<file path="src/rtl/pwm_multi.sv">
// Multi-channel PWM: one shared period counter, per-channel duty compare, shadowed
// period/duty applied only at period boundaries. Define PWM_CENTER_EN for up/down counting.
module pwm_lane #(
    parameter int WIDTH = 8
) (
    input  logic             clk,
    input  logic             rst,
    input  logic             upd,
    input  logic [WIDTH-1:0] duty_nx,
    input  logic [WIDTH-1:0] cnt,
    output logic             out
);
    logic [WIDTH-1:0] duty_sh;

    always_ff @(posedge clk) begin
        if (rst) begin
            duty_sh <= '0;
            out     <= 1'b0;
        end else begin
            if (upd) duty_sh <= duty_nx;
            out <= (cnt < duty_sh);
        end
    end
endmodule

module pwm_multi #(
    parameter int WIDTH    = 8,
    parameter int CHANNELS = 4
) (
    input  logic                      clk,
    input  logic                      rst,
    input  logic [WIDTH-1:0]          period,
    input  logic [CHANNELS*WIDTH-1:0] duty,
    input  logic                      load,
    output logic [CHANNELS-1:0]       out,
    output logic                      cycle_start,
    output logic                      upd_ack,
    output logic                      busy
);
    typedef struct packed {
        logic [WIDTH-1:0]                 period;
        logic [CHANNELS-1:0][WIDTH-1:0]   duty;
    } cfg_t;

    cfg_t             in_cfg, stg, nx;
    logic [WIDTH-1:0] cnt, period_sh;
    logic             pending, bnd, upd;

    assign in_cfg = {period, duty};
    // A load landing on the boundary cycle bypasses staging and applies immediately.
    assign nx     = load ? in_cfg : stg;
    assign upd    = bnd && (pending || load);
    assign busy   = pending;

`ifdef PWM_CENTER_EN
    logic dir_dn;

    // Short periods never count down, so the boundary falls back to cnt==0.
    assign bnd = (period_sh <= WIDTH'(1)) ? (cnt == '0) : (dir_dn && cnt == WIDTH'(1));

    always_ff @(posedge clk) begin
        if (rst) begin
            cnt    <= '0;
            dir_dn <= 1'b0;
        end else if (bnd) begin
            dir_dn <= 1'b0;
            cnt    <= (cnt == '0 && (upd ? nx.period : period_sh) != '0) ? WIDTH'(1) : '0;
        end else if (!dir_dn && cnt < period_sh) begin
            cnt <= cnt + WIDTH'(1);
        end else begin
            cnt    <= cnt - WIDTH'(1);
            dir_dn <= 1'b1;
        end
    end
`else
    assign bnd = (cnt == period_sh);

    always_ff @(posedge clk) begin
        if (rst)      cnt <= '0;
        else if (bnd) cnt <= '0;
        else          cnt <= cnt + WIDTH'(1);
    end
`endif

    always_ff @(posedge clk) begin
        if (rst) begin
            period_sh   <= '1;
            stg         <= '0;
            pending     <= 1'b0;
            upd_ack     <= 1'b0;
            cycle_start <= 1'b0;
        end else begin
            upd_ack     <= upd;
            cycle_start <= (cnt == '0);
            if (load) stg <= in_cfg;
            if (upd) begin
                period_sh <= nx.period;
                pending   <= 1'b0;
            end else if (load) begin
                pending <= 1'b1;
            end
        end
    end

    for (genvar i = 0; i < CHANNELS; i++) begin : g_lane
        pwm_lane #(.WIDTH(WIDTH)) u_lane (
            .clk     (clk),
            .rst     (rst),
            .upd     (upd),
            .duty_nx (nx.duty[i]),
            .cnt     (cnt),
            .out     (out[i])
        );
    end
endmodule

</file>
<file path="config.mk">
export PLATFORM = sky130hd
export DESIGN_NAME = pwm_multi
export DESIGN_NICKNAME = d
export VERILOG_FILES = /design/src/rtl/pwm_multi.sv
export SDC_FILE = /design/constraint.sdc
export NUM_CORES = 1
export LEC_CHECK = 0
export BUFFER_PORTS_ARGS = -buffer_cell sky130_fd_sc_hd__buf_4
export CORE_UTILIZATION = 50
export CTS_CLUSTER_DIAMETER = 60
export CTS_CLUSTER_SIZE = 14
export DETAILED_ROUTE_END_ITERATION = 12
export PLACE_DENSITY = 0.7
export SLEW_MARGIN = 20
export SYNTH_ARGS = -nofsm -noshare
export SYNTH_HDL_FRONTEND = slang
export SYNTH_HIERARCHICAL = 1
export SYNTH_SLANG_ARGS = --single-unit
</file>
<file path="constraint.sdc">
create_clock -name clk -period 4.6 [get_ports clk]
set_input_delay 0.23 -clock clk [delete_from_list [all_inputs] [get_ports clk]]
set_output_delay 0.23 -clock clk [all_outputs]
set_load 0.03 [all_outputs]
</file>
# ---- Word-level counts from Yosys, hierarchy flattened
# Cells that the tools add are included.
dict set report word_totals {
  regBits 95
  in_bits 43
  output_inout_bits 7
  word_cells 30
}
dict set report classes {
  addsub 1
  magnitude_cmp 4
  eq_ne 1
  n_mux 1
  n_reduce_logical 5
}
# op n
set op_table {}
lappend op_table {{two-way mux 40 bit} 1}
lappend op_table {{< comparator 8 bit} 4}
lappend op_table {{adder 8 x 1 -> 8 bit (second input constant)} 1}
lappend op_table {{== test 8 bit} 1}
lappend op_table {{logical NOT 8 bit} 1}
lappend op_table {{OR reduction 2 bit} 2}
lappend op_table {{logical AND 1 bit} 1}
lappend op_table {{logical OR 1 bit} 1}

# ---- Longest topological paths before layout
# Gate-level depths: netlist of the first run.
dict set report depth {
  depth_word 3
  mapped_depth 8
  ltp_nobuf 6
}

# ---- Cells and area by module
# The synthesis of the first run kept the hierarchy.
# module n_inst cells_per_inst area_each_um2 seq_area_each_um2
set modules_own_cells {}
lappend modules_own_cells {pwm_multi 1 221 2367.3 1181.1}
lappend modules_own_cells {pwm_lane 4 52 480.5 180.2}

# ---- Least setup slack after synthesis of the first run
# Ideal clock, no wire load.
dict set report synth_path {
  kind {reg-to-reg}
  startpoint {register cnt[4]}
  endpoint {register g_lane[0].u_lane.duty_sh[0]}
  setup_ns 0.126
  t_arrival_ns 1.710
  required_time_ns 4.474
  setup_slack_ns 2.764
  stages_incl_launch_ff 9
  cell_sequence {dfxtp_1 > xor2_1 > nor4_1 > nand3b_1 > buf_6 > inv_1 > buf_2 > mux2i_1 > nor2_1}
}
dict set report synth_between {
  elab_chain_cells 2
}
# element line_no
set synth_rtl {}
lappend synth_rtl {{start: declaration} 46} ;# logic [WIDTH-1:0] cnt, period_sh;
lappend synth_rtl {{start signal: assignment} 81} ;# else cnt <= cnt + WIDTH'(1);
lappend synth_rtl {{== test 8 bit} 76} ;# assign bnd = (cnt == period_sh);
lappend synth_rtl {{logical AND 1 bit} 52} ;# assign upd = bnd && (pending || load);
lappend synth_rtl {{net upd} 47} ;# logic pending, bnd, upd;
lappend synth_rtl {{end signal: assignment} 20} ;# if (upd) duty_sh <= duty_nx;
lappend synth_rtl {{end: declaration} 13} ;# logic [WIDTH-1:0] duty_sh;
# The timed path passes the listed nets, and every way through them passes these cells.
# A chain may end at the register's enable or synchronous reset.

# ---- Worst setup path after layout of the first run
dict set report layout_path {
  startpoint {register cnt[3]}
  endpoint {register g_lane[3].u_lane.duty_sh[4]}
}
dict set report layout_between {
  elab_chain_cells 2
}
# element line_no
set layout_rtl {}
lappend layout_rtl {{== test 8 bit} 76}
lappend layout_rtl {{logical AND 1 bit} 52}
lappend layout_rtl {{net upd} 47}
lappend layout_rtl {{end signal: assignment} 20}
lappend layout_rtl {{end: declaration} 13}
# The timed path passes the listed nets, and every way through them passes these cells.

==> results of run 1 <==
-- cell type report --
type | count | area (um2)
fillers | 733 | 3330
multi-input cells | 281 | 2170
flip-flops and latches | 95 | 1900
repair buffers | 50 | 375
clock buffers | 11 | 151
well taps | 105 | 131
inverters | 32 | 120
clock inverters | 5 | 80.1
-- cell families (layout without fill, tap and decap cells) --
kind of cell             count (synthesis)  after routing  synth area share [%]
adder cells (fa/ha/maj)                 30             30                  8.75
flip-flops                              95             95                  44.3
AO/OA/AOI/OAI                           21             21                  3.94
multiplexers                            80             80                  19.6
AND/OR/NAND/NOR                        136            136                  15.4
buffers and inverters                   53             98                  5.08
XOR/XNOR                                14             14                  2.86
-- metrics by stage --
stage               worst slack [ns]  hold slack [ns]
floorplan                       2.76            0.390
global placement                1.63            0.467
detailed placement              1.44            0.469
CTS                             1.42            0.124
global route                    1.17            0.160
finish                          1.49            0.136
-- how the worst max path moves through the flow --
| stage | from | endpoint | slack (ns) | cells past startpoint |
|---|---|---|---|---|
| floorplan | cnt[4] | g_lane[0].u_lane/duty_sh[0] | 2.76 | 8 |
| finish | cnt[3] | g_lane[3].u_lane/duty_sh[4] | 1.49 | 7 |
| CTS | cnt[3] | g_lane[3].u_lane/duty_sh[4] | 1.42 | 7 |
| global route | cnt[0] | g_lane[3].u_lane/duty_sh[2] | 1.17 | 7 |
| global placement | cnt[5] | g_lane[2].u_lane/duty_sh[3] | 1.63 | 7 |
| detailed placement | cnt[3] | g_lane[3].u_lane/duty_sh[4] | 1.44 | 7 |
-- report_power, final --
group / internal (mW) / switching [mW]
registers: 0.849 / 0.0140
logic: 0.0845 / 0.0692
clock network: 0.335 / 0.282
-- placed cells by master, fill, tap and decap left out, drive strengths merged, types with 3 or more instances in the layout --
cell type  count
nor2          72
buf           50
ha            30
inv           32
nand2          5
nand4          5
nor2b         44
nor4           3
a211oi         8
a2111oi        4
o21ai          8
xor2          12
mux2          32
clkbuf        11
mux2i         48
dfxtp         95
-- flip-flops by register name, indices dropped and copies added, names as in the netlist --
name,count
cnt,8
period_sh,8
g_lane.u_lane/out,4
busy,1
upd_ack,1
g_lane.u_lane/duty_sh,32
cycle_start,1
stg,40
-- worst register-to-register path, cell delays in order, from the launching register on --
cell	delay [ns]
dfxtp_1	0.59
xor2_1	0.14
nor4_1	0.36
nand3b_1	0.49
inv_1	0.55
buf_4	0.49
mux2i_1	0.28
nor2_1	0.06
-- routing by layer --
metal	share of wire, %	vias up	GRT usage (%)
li1	-	1500	-
met1	49	1338	23.1
met2	46	53	28.9
met3	4.2	11	3.70
met4	1.3	0	5.68
met5	0	-	0
==> Implementation_results.wiki, run 1 <==
{| class="wikitable"
! Metric !! Value
|-
| Placed instance count || 563
|-
| Distinct cell type count of the synthesized netlist || 27
|-
| Instance count of the mapped netlist || 429
|-
| Shortest period the worst path allows || 3.11 ns
|-
| Startpoint class of the critical path || flip-flop
|-
| Ratio of final minimum period to clock period || 67.7%
|-
| Worst reg2reg endpoint || g_lane[3].u_lane/duty_sh[4]
|-
| WP data arrival || 3.31 ns
|-
| Element type at the critical path end || flip-flop
|-
| Predominant post-synthesis flop cell || dfxtp_1
|-
| Average wire length per cell after detail routing || 12.7 um
|-
| Cts bufs inserted || 9
|-
| Top-area cell type share of the netlist area || 44.3%
|-
| Bufs on Longest Clock Path || 2
|-
| Startpoint of the worst hold path || period[0]
|-
| Final Skew || 0.00760 ns
|-
| Worst endpoint required time || 4.80 ns
|-
| TNS Setup || 0 ns
|-
| Gate family responsible for the most delay along the worst path || buffers and inverters
|-
| Power density cells || 331 nW/um2
|-
| Hold_buf cts || 0
|-
| Clock latency on the worst-skew pair || 0.35 ns
|-
| Clock root cell || clkbuf_8
|-
| Final count of pins violating max slew || 0
|-
| Final wirelength || 7.34 mm
|-
| Count of flip-flops with a built-in enable after synthesis || 0
|-
| Most frequent cells after synthesis || dfxtp_1 (95), nor2_1 (72), mux2i_1 (48)
|-
| List of cells traversed by the critical path || xor2_1 > nor4_1 > nand3b_1 > inv_1 > buf_4 > mux2i_1 > nor2_1
|-
| Core Footprint || 8260 um2
|-
| Routability-driven placement congestion ratio || 0.791
|-
| Finished Core Util || 59.7%
|-
| Mapped Area || 4290 um2
|-
| Die X || 94.6 um
|-
| Final Instance Area || 4930 um2
|-
| TritonCTS clock tree || yes
|-
| Worst-path maximum fanout || 24
|-
| Slowest cell on the critical path || dfxtp_1
|-
| Final non-filler cell total || 579
|-
| Cell taking the most area after synthesis || dfxtp_1
|-
| Iteration count of the initial detailed-routing pass || 4
|-
| # port buffers || 49
|-
| MaxCap Viol Count || 0
|-
| Nets in the synthesized netlist || 502
|-
| Area overhead of the layout relative to synthesis || 14.9%
|-
| #FFs+latches synth || 95
|-
| Number of placement rows || 33
|-
| Antenna diode instance count || 0
|-
| Number of cells upsized or downsized after cts || 0
|-
| Count of nets after finishing || 542
|-
| Antenna violations before repair || 0
|-
| Via density || 5.01
|-
| Sequential fraction of the synthesis area || 44.3%
|-
| Die boundary height || 94.6 um
|-
| Type of the most critical hold path || in -> reg
|-
| Detailed Route Iter0 Violations || 81
|-
| Delay of the slowest cell on the worst path || 0.59 ns
|-
| Final-report hold violation count || 0
|-
| Share of synthesized flip-flops with an asynchronous set or reset || 0%
|-
| Number of endpoints failing setup at the final stage || 0
|-
| Die Footprint || 8950 um2
|-
| Unrepaired setup endpoints after global routing || no
|-
| LEAKAGE || 2.04 nW
|-
| PnR Total Power || 1.63 mW
|-
| Upper clock frequency limit || 321 MHz
|-
| Count of warnings emitted by yosys || 6
|-
| Outcome || complete, no violations
|-
| Mean post-synth cell area || 10.0 um2
|-
| Initial core utilization || 51.9%
|-
| Synth area leaders || dfxtp_1 (44%), mux2i_1 (11%), ha_1 (8.8%)
|-
| Worst-case hold path end point || stg[32]
|-
| First-pass GRT wire length || 12.4 mm
|-
| Actual transition at the worst max-transition pin || 0.919 ns
|-
| Number of global-route vias before repair || 2758
|-
| Residual DRC || 0
|-
| Slew margin rel. || 38.7%
|-
| Half-perimeter wire length after detailed placement || 4.92 mm
|-
| Cell area reported after detailed placement || 4700 um2
|-
| Worst-case reg-to-reg path depth || 7
|-
| Depth of the worst hold-timing path || 3
|-
| Fraction of layout instances using a drive strength above 1 || 21.9%
|-
| Top-Level Pins || 50
|-
| Pin count of the biggest net entering global routing || 96
|-
| Worst Path Buf+Inv || 2
|-
| Post-CTS setup buffer count || 0
|-
| Routed Antenna Nets || 0
|-
| Via count of the routed design || 2902
|-
| All-Layer GR Usage || 17.6%
|-
| Final global-route overflow total || 0
|-
| Cell with the most instances after synthesis || dfxtp_1
|-
| Classification of the worst setup path || reg -> reg
|-
| Worst setup slack for register-to-register paths || 1.49 ns
|-
| IR Drop Worst-Case VDD || 202 uV
|-
| Count of H-tree levels built during CTS || 3
|-
| Clock sink count || 95
|-
| Clock slew at reported path FFs || 0.08 ns
|-
| FF-to-FF Start || cnt[3]
|}
No activity file was read; power rests on OpenSTA's default activity.
==> run 2: changes to the inputs <==
--- a/config.mk
+++ b/config.mk
@@ -5,12 +5,13 @@
 export SDC_FILE = /design/constraint.sdc
 export NUM_CORES = 1
 export LEC_CHECK = 0
+export ABC_AREA = 1
 export BUFFER_PORTS_ARGS = -buffer_cell sky130_fd_sc_hd__buf_4
 export CORE_UTILIZATION = 50
 export CTS_CLUSTER_DIAMETER = 60
 export CTS_CLUSTER_SIZE = 14
 export DETAILED_ROUTE_END_ITERATION = 12
-export PLACE_DENSITY = 0.7
+export PLACE_DENSITY = 0.72
 export SLEW_MARGIN = 20
 export SYNTH_ARGS = -nofsm -noshare
 export SYNTH_HDL_FRONTEND = slang
==> constraint.sdc (replaced) <==
create_clock -name clk -period 2.8 [get_ports clk]
set_input_delay 0.14 -clock clk [delete_from_list [all_inputs] [get_ports clk]]
set_output_delay 0.14 -clock clk [all_outputs]
set_load 0.03 [all_outputs]
==> run 2 against run 1 <==
Compared with the run above: worst hold slack lost 0.084 ns; clock skew grew 0.0015 ns; routed wire length is 22% higher; clock-buffer cell count unchanged; sequential share of layout area decreased by 1.6 points; register-to-register slack got worse by 0.94 ns; design area rose by 4.3%; highest routed layer unchanged; setup slack got worse by 0.94 ns; core utilization decreased by 0.72 points; fmax is 38% higher; global-route usage increased by 2.3 points; sequential cell count did not move.
==> Implementation_results.wiki, run 2 <==
{| class="wikitable"
! Metric !! Value
|-
| Clock root cell || clkbuf_8
|-
| Count of H-tree levels built during CTS || 3
|-
| Upper clock frequency limit || 444 MHz
|-
| Die Footprint || 9400 um2
|-
| Classification of the worst setup path || reg -> reg
|-
| Depth of the worst hold-timing path || 3
|-
| WP data arrival || 2.49 ns
|-
| Cell with the most instances after synthesis || nand2_1
|-
| Final wirelength || 8.93 mm
|-
| Unrepaired setup endpoints after global routing || no
|-
| Worst-path maximum fanout || 15
|-
| Mapped Area || 4510 um2
|-
| Count of warnings emitted by yosys || 6
|-
| Met3 usage in global routing || 2.96%
|-
| Initial core utilization || 51.7%
|-
| Actual transition at the worst max-transition pin || 0.617 ns
|-
| MaxCap Viol Count || 0
|-
| Type of the most critical hold path || in -> reg
|-
| Count of flip-flops with a built-in enable after synthesis || 0
|-
| Average wire length per cell after detail routing || 11.7 um
|-
| Antenna violations before repair || 0
|-
| Clock share of power || 37.2%
|-
| Flip-flop count of the largest register after layout || 40
|-
| Outcome || complete, no violations
|-
| Finished Core Util || 59.0%
|-
| FF-to-FF Start || cnt[3]
|-
| Element type at the critical path end || flip-flop
|-
| Launching instance or port of the critical path || cnt[3]
|-
| Area overhead of the layout relative to synthesis || 14.1%
|-
| Sequential power share || 52.6%
|-
| Instance count of the mapped netlist || 607
|-
| Die X || 97.0 um
|-
| Pin count of the biggest net entering global routing || 41
|-
| Worst endpoint required time || 3.04 ns
|-
| Comb pwr share || 10.2%
|-
| Core Footprint || 8720 um2
|-
| Post-CTS setup buffer count || 0
|-
| Number of placement rows || 34
|-
| Cts bufs inserted || 9
|-
| Number of endpoints failing setup at the final stage || 0
|-
| Top reg by flops || stg
|-
| Final-report hold violation count || 0
|-
| Number of global-route vias before repair || 3554
|-
| Slew margin rel. || 58.8%
|-
| Layout fillers || 796
|-
| Startpoint of the worst hold path || duty[28]
|-
| Ratio of final minimum period to clock period || 80.4%
|-
| Detailed Route Iter0 Violations || 103
|-
| Bufs on Longest Clock Path || 2
|-
| Count of nets after finishing || 724
|-
| Most frequent cells after synthesis || nand2_1 (175), dfxtp_1 (95), inv_1 (69)
|-
| Number of cells upsized or downsized after cts || 0
|-
| Worst-case reg-to-reg path depth || 11
|-
| Setup ws final || 0.548 ns
|-
| Clock sink count || 95
|-
| Global routing met1 resource utilization || 25.1%
|-
| Worst hold margin || 0.0517 ns
|-
| Power density cells || 524 nW/um2
|-
| Switching power share of the total || 24.2%
|-
| Shortest period the worst path allows || 2.25 ns
|-
| Nets in the synthesized netlist || 680
|-
| # port buffers || 49
|-
| Synth area leaders || dfxtp_1 (42%), nand2_1 (15%), ha_1 (8.3%)
|-
| Iteration count of the initial detailed-routing pass || 7
|-
| Predominant post-synthesis flop cell || dfxtp_1
|-
| Fraction of layout instances using a drive strength above 1 || 17.1%
|-
| Global-route track usage on met2 || 33.9%
|-
| Residual DRC || 0
|-
| Routed Antenna Nets || 0
|-
| Via count of the routed design || 3782
|-
| Top-area cell type share of the netlist area || 42.2%
|-
| Hold_buf cts || 0
|-
| Via density || 4.95
|-
| Startpoint class of the critical path || flip-flop
|-
| #FFs+latches synth || 95
|-
| TritonCTS clock tree || yes
|-
| Cell taking the most area after synthesis || dfxtp_1
|-
| First-pass GRT wire length || 15.4 mm
|-
| Worst-case setup slack after placement || 0.564 ns
|-
| IR Drop Worst-Case VDD || 319 uV
|-
| Sequential fraction of the synthesis area || 42.2%
|-
| Final global-route overflow total || 0
|-
| Half-perimeter wire length after detailed placement || 6.41 mm
|-
| Most common cell after layout, fill and taps aside || nand2_1
|-
| LEAKAGE || 2.53 nW
|-
| Die boundary height || 97.0 um
|-
| Regs by FF count || stg: 40 flops, g_lane.u_lane/duty_sh: 32 flops
|-
| TNS Setup || 0 ns
|-
| Net switching power || 0.653 mW
|-
| Antenna diode instance count || 0
|-
| Clock slew at reported path FFs || 0.10 ns
|-
| Mean post-synth cell area || 7.43 um2
|-
| Most frequent cells in the layout || nand2_1 (175), dfxtp_1 (95), inv_1 (69)
|-
| Final count of pins violating max slew || 0
|-
| All-Layer GR Usage || 19.9%
|-
| Final Skew || 0.00912 ns
|-
| Share of synthesized flip-flops with an asynchronous set or reset || 0%
|-
| Clock latency on the worst-skew pair || 0.36 ns
|-
| Routability-driven placement congestion ratio || 0.825
|-
| Top-Level Pins || 50
|-
| Distinct cell type count of the synthesized netlist || 28
|-
| Internal power || 2.04 mW
|-
| GRT Max-Usage Layer || met2
|}
-- run 2: per-layer routing --
metal  wire (um)  vias to the layer above
met5           0                        -
met3         302                       14
li1            -                     2003
met2        4220                       59
met1        4260                     1706
met4         153                        0
-- run 2: layout make-up --
class | count | area, um2 | share of cell area, %
multi-input combinational | 409 | 2180 | 42.4
sequential | 95 | 1900 | 37.0
timing repair buffer | 51 | 383 | 7.44
inverter | 85 | 319 | 6.20
clock buffer | 11 | 141 | 2.75
tap | 108 | 135 | 2.63
clock inverter | 5 | 81.3 | 1.58
-- run 2: final timing paths --
path                                 endpoint  slack (ns)
hold reg to reg   g_lane[1].u_lane/duty_sh[2]        0.47
setup reg to reg  g_lane[2].u_lane/duty_sh[1]        0.55
hold / removal                        stg[28]        0.05
setup / recovery  g_lane[2].u_lane/duty_sh[1]        0.55
-- run 2: power by group through the flow --
stage | clock, mW | combinational (mW) | sequential [mW]
after floorplan | 0 | 0.167 | 1.46
after global routing | 1.08 | 0.313 | 1.42
after CTS | 1.02 | 0.279 | 1.42
after detailed placement | 0 | 0.278 | 1.45
after global placement | 0 | 0.270 | 1.45
final | 1.00 | 0.276 | 1.42
-- run 2: per-stage QoR --
stage,power (mW),area [um2],instances
4_1_cts,2.71,5140,764
3_3_place_gp,1.72,4920,748
6_report,2.69,5140,764
5_1_grt,2.82,5140,764
2_1_floorplan,1.63,4510,607
3_5_place_dp,1.73,4920,748
-- run 2: cell families after synthesis --
kind of cell	count (synthesis)	share of synthesized area, %
AO/OA/AOI/OAI	115	15.3
XOR/XNOR	6	1.17
adder cells (fa/ha/maj)	30	8.33
buffers and inverters	103	9.41
flip-flops	95	42.2
AND/OR/NAND/NOR	258	23.6
-- run 2: worst max-delay path: stages, from the launching register on --
cell,delay (ns)
dfxtp_1,0.59
inv_2,0.11
nand2_1,0.08
nand2_1,0.07
inv_1,0.06
nand2_1,0.06
nor2_2,0.10
nand3_2,0.18
inv_1,0.37
inv_2,0.22
o21ai_0,0.23
a21oi_1,0.06
==> run 3: changes to the inputs <==
--- a/config.mk
+++ b/config.mk
@@ -5,13 +5,13 @@
 export SDC_FILE = /design/constraint.sdc
 export NUM_CORES = 1
 export LEC_CHECK = 0
-export ABC_AREA = 1
+export ABC_AREA = 0
 export BUFFER_PORTS_ARGS = -buffer_cell sky130_fd_sc_hd__buf_4
 export CORE_UTILIZATION = 50
 export CTS_CLUSTER_DIAMETER = 60
 export CTS_CLUSTER_SIZE = 14
 export DETAILED_ROUTE_END_ITERATION = 12
-export PLACE_DENSITY = 0.72
+export PLACE_DENSITY = 0.7
 export SLEW_MARGIN = 20
 export SYNTH_ARGS = -nofsm -noshare
 export SYNTH_HDL_FRONTEND = slang
==> constraint.sdc (replaced) <==
create_clock -name clk -period 2.2 [get_ports clk]
set_input_delay 0.11 -clock clk [delete_from_list [all_inputs] [get_ports clk]]
set_output_delay 0.11 -clock clk [all_outputs]
set_load 0.03 [all_outputs]
==> run 3 against run 2 <==
Compared with the run above: global-route usage is 0.79 points lower; design area is 2.6% lower; non-clock buffer count is 13 higher; largest cell class unchanged; largest power group unchanged.
==> Implementation_results.wiki, run 3 (synthesis gave the netlist of run 1 again) <==
{| class="wikitable"
! Metric !! Value
|-
| Outcome || complete, no violations
|-
| Die X || 94.6 um
|-
| Top reg by flops || stg
|-
| Area overhead of the layout relative to synthesis || 16.8%
|-
| TritonCTS clock tree || yes
|-
| Worst setup slack for register-to-register paths || 0.31 ns
|-
| Type of the most critical hold path || in -> reg
|-
| Final wirelength || 7.80 mm
|-
| Slew margin rel. || 53.9%
|-
| Number of cells upsized or downsized after cts || 0
|-
| Worst endpoint required time || 2.43 ns
|-
| Actual transition at the worst max-transition pin || 0.691 ns
|-
| Final global-route overflow total || 0
|-
| Routability-driven placement congestion ratio || 0.828
|-
| Startpoint of the worst hold path || period[0]
|-
| Classification of the worst setup path || reg -> reg
|-
| WP data arrival || 2.12 ns
|-
| First-pass GRT wire length || 13.2 mm
|-
| Number of placement rows || 33
|-
| Ratio of final minimum period to clock period || 85.8%
|-
| Most common cell after layout, fill and taps aside || dfxtp_1
|-
| Initial core utilization || 51.9%
|-
| Die Footprint || 8950 um2
|-
| Core Footprint || 8260 um2
|-
| Net switching power || 0.778 mW
|-
| Half-perimeter wire length after detailed placement || 5.23 mm
|-
| IR Drop Worst-Case VDD || 397 uV
|-
| Worst-path maximum fanout || 32
|-
| Internal power || 2.48 mW
|-
| Gate family responsible for the most delay along the worst path || simple AND/OR/NAND/NOR gates
|-
| Final non-filler cell total || 592
|-
| Layout fillers || 734
|-
| Clock root cell || clkbuf_8
|-
| Shortest period the worst path allows || 1.89 ns
|-
| Hold_buf cts || 3
|-
| Switching power share of the total || 23.9%
|-
| Comb pwr share || 10.6%
|-
| List of cells traversed by the critical path || xor2_1 > nor4_1 > nand3b_1 > inv_1 > buf_12 > mux2i_1 > nor2_1
|-
| LEAKAGE || 2.08 nW
|-
| Global-route track usage on met2 || 31.4%
|-
| Global routing met1 resource utilization || 24.2%
|-
| Slowest cell on the critical path || nor4_1
|-
| Cell area reported after detailed placement || 4790 um2
|-
| Upper clock frequency limit || 530 MHz
|-
| Clock latency on the worst-skew pair || 0.36 ns
|-
| Post-CTS setup buffer count || 0
|-
| Via density || 4.99
|-
| Power density cells || 651 nW/um2
|-
| Sequential power share || 55.0%
|-
| Final Skew || 0.0105 ns
|-
| Delay of the slowest cell on the worst path || 0.45 ns
|-
| # port buffers || 49
|-
| Regs by FF count || stg: 40 flops, g_lane.u_lane/duty_sh: 32 flops
|-
| Final Instance Area || 5010 um2
|-
| Count of nets after finishing || 556
|-
| Iteration count of the initial detailed-routing pass || 4
|-
| Top-Level Pins || 50
|-
| GRT Max-Usage Layer || met2
|-
| Count of H-tree levels built during CTS || 3
|-
| TNS Setup || 0 ns
|-
| Flip-flop count of the largest register after layout || 40
|-
| Average wire length per cell after detail routing || 13.2 um
|-
| Number of global-route vias before repair || 2908
|-
| Clock sink count || 95
|-
| Final count of pins violating max slew || 0
|-
| Pin count of the biggest net entering global routing || 69
|-
| FF-to-FF Start || period_sh[7]
|-
| Final-report hold violation count || 0
|-
| Fraction of layout instances using a drive strength above 1 || 23.2%
|-
| Unrepaired setup endpoints after global routing || no
|-
| Cts bufs inserted || 9
|-
| Die boundary height || 94.6 um
|-
| MaxCap Viol Count || 0
|-
| Placed instance count || 574
|-
| Clock share of power || 34.4%
|-
| Residual DRC || 0
|-
| Worst Path Buf+Inv || 2
|-
| Launching instance or port of the critical path || period_sh[7]
|-
| Most frequent cells in the layout || dfxtp_1 (95), nor2_1 (72), buf_4 (60)
|-
| Met3 usage in global routing || 4.11%
|-
| Antenna diode instance count || 0
|-
| Via count of the routed design || 2954
|-
| Number of endpoints failing setup at the final stage || 0
|-
| Clock slew at reported path FFs || 0.09 ns
|-
| Antenna violations before repair || 0
|-
| Bufs on Longest Clock Path || 2
|-
| All-Layer GR Usage || 19.1%
|-
| Element type at the critical path end || flip-flop
|-
| Detailed Route Iter0 Violations || 76
|-
| Finished Core Util || 60.7%
|-
| PnR Total Power || 3.26 mW
|-
| Startpoint class of the critical path || flip-flop
|-
| Routed Antenna Nets || 0
|}
run 3: cell types whose count changed in the layout (fill, tap and decap cells not counted), moves of 21 or more:
cell,previous run,this run
a21oi_1,57,0
inv_1,69,32
mux2_2,0,32
mux2i_1,0,48
nand2_1,175,5
nand3_1,24,2
nor2_1,40,72
nor2b_1,0,44
o21ai_0,25,4
run 3: worst paths after layout:
path                            cells after the start                          end
worst max-delay path                                7  g_lane[3].u_lane/duty_sh[7]
worst min-delay path                                3                      stg[32]
worst max register to register                      7  g_lane[3].u_lane/duty_sh[7]
worst min register to register                      2                      stg[37]
run 3: per-stage QoR:
step	worst slack [ns]	hold WS (ns)
after detailed placement	0.334	0.368
after global placement	0.391	0.363
after floorplan	0.364	0.270
after global routing	0.133	0.0195
final	0.313	0.00944
after CTS	0.265	0.000644
run 3: worst min-delay path, cell delays in order:
cell and delay [ns]:
buf_4 0.08, mux2i_1 0.07, nor2_1 0.08
run 3: layout make-up:
class | count | area, um2 | area share, %
inverters | 32 | 120 | 2.40
clock inverters | 5 | 60.1 | 1.20
multi-input cells | 281 | 2170 | 43.3
flip-flops and latches | 95 | 1900 | 38.0
well taps | 105 | 131 | 2.62
clock buffers | 10 | 128 | 2.55
repair buffers | 64 | 500 | 9.99
run 3: layer usage:
layer	vias to the layer above	share of wire, %
li1	1527	-
met1	1380	48
met2	38	47
met3	9	3.3
met4	0	1.4
met5	-	0
run 3: power groups by stage:
stage          clock (mW)  combinational [mW]  sequential [mW]
3_3_place_gp            0               0.338             1.83
6_report             1.12               0.346             1.79
4_1_cts              1.15               0.349             1.80
2_1_floorplan           0               0.201             1.86
5_1_grt              1.22               0.381             1.80
3_5_place_dp            0               0.343             1.84
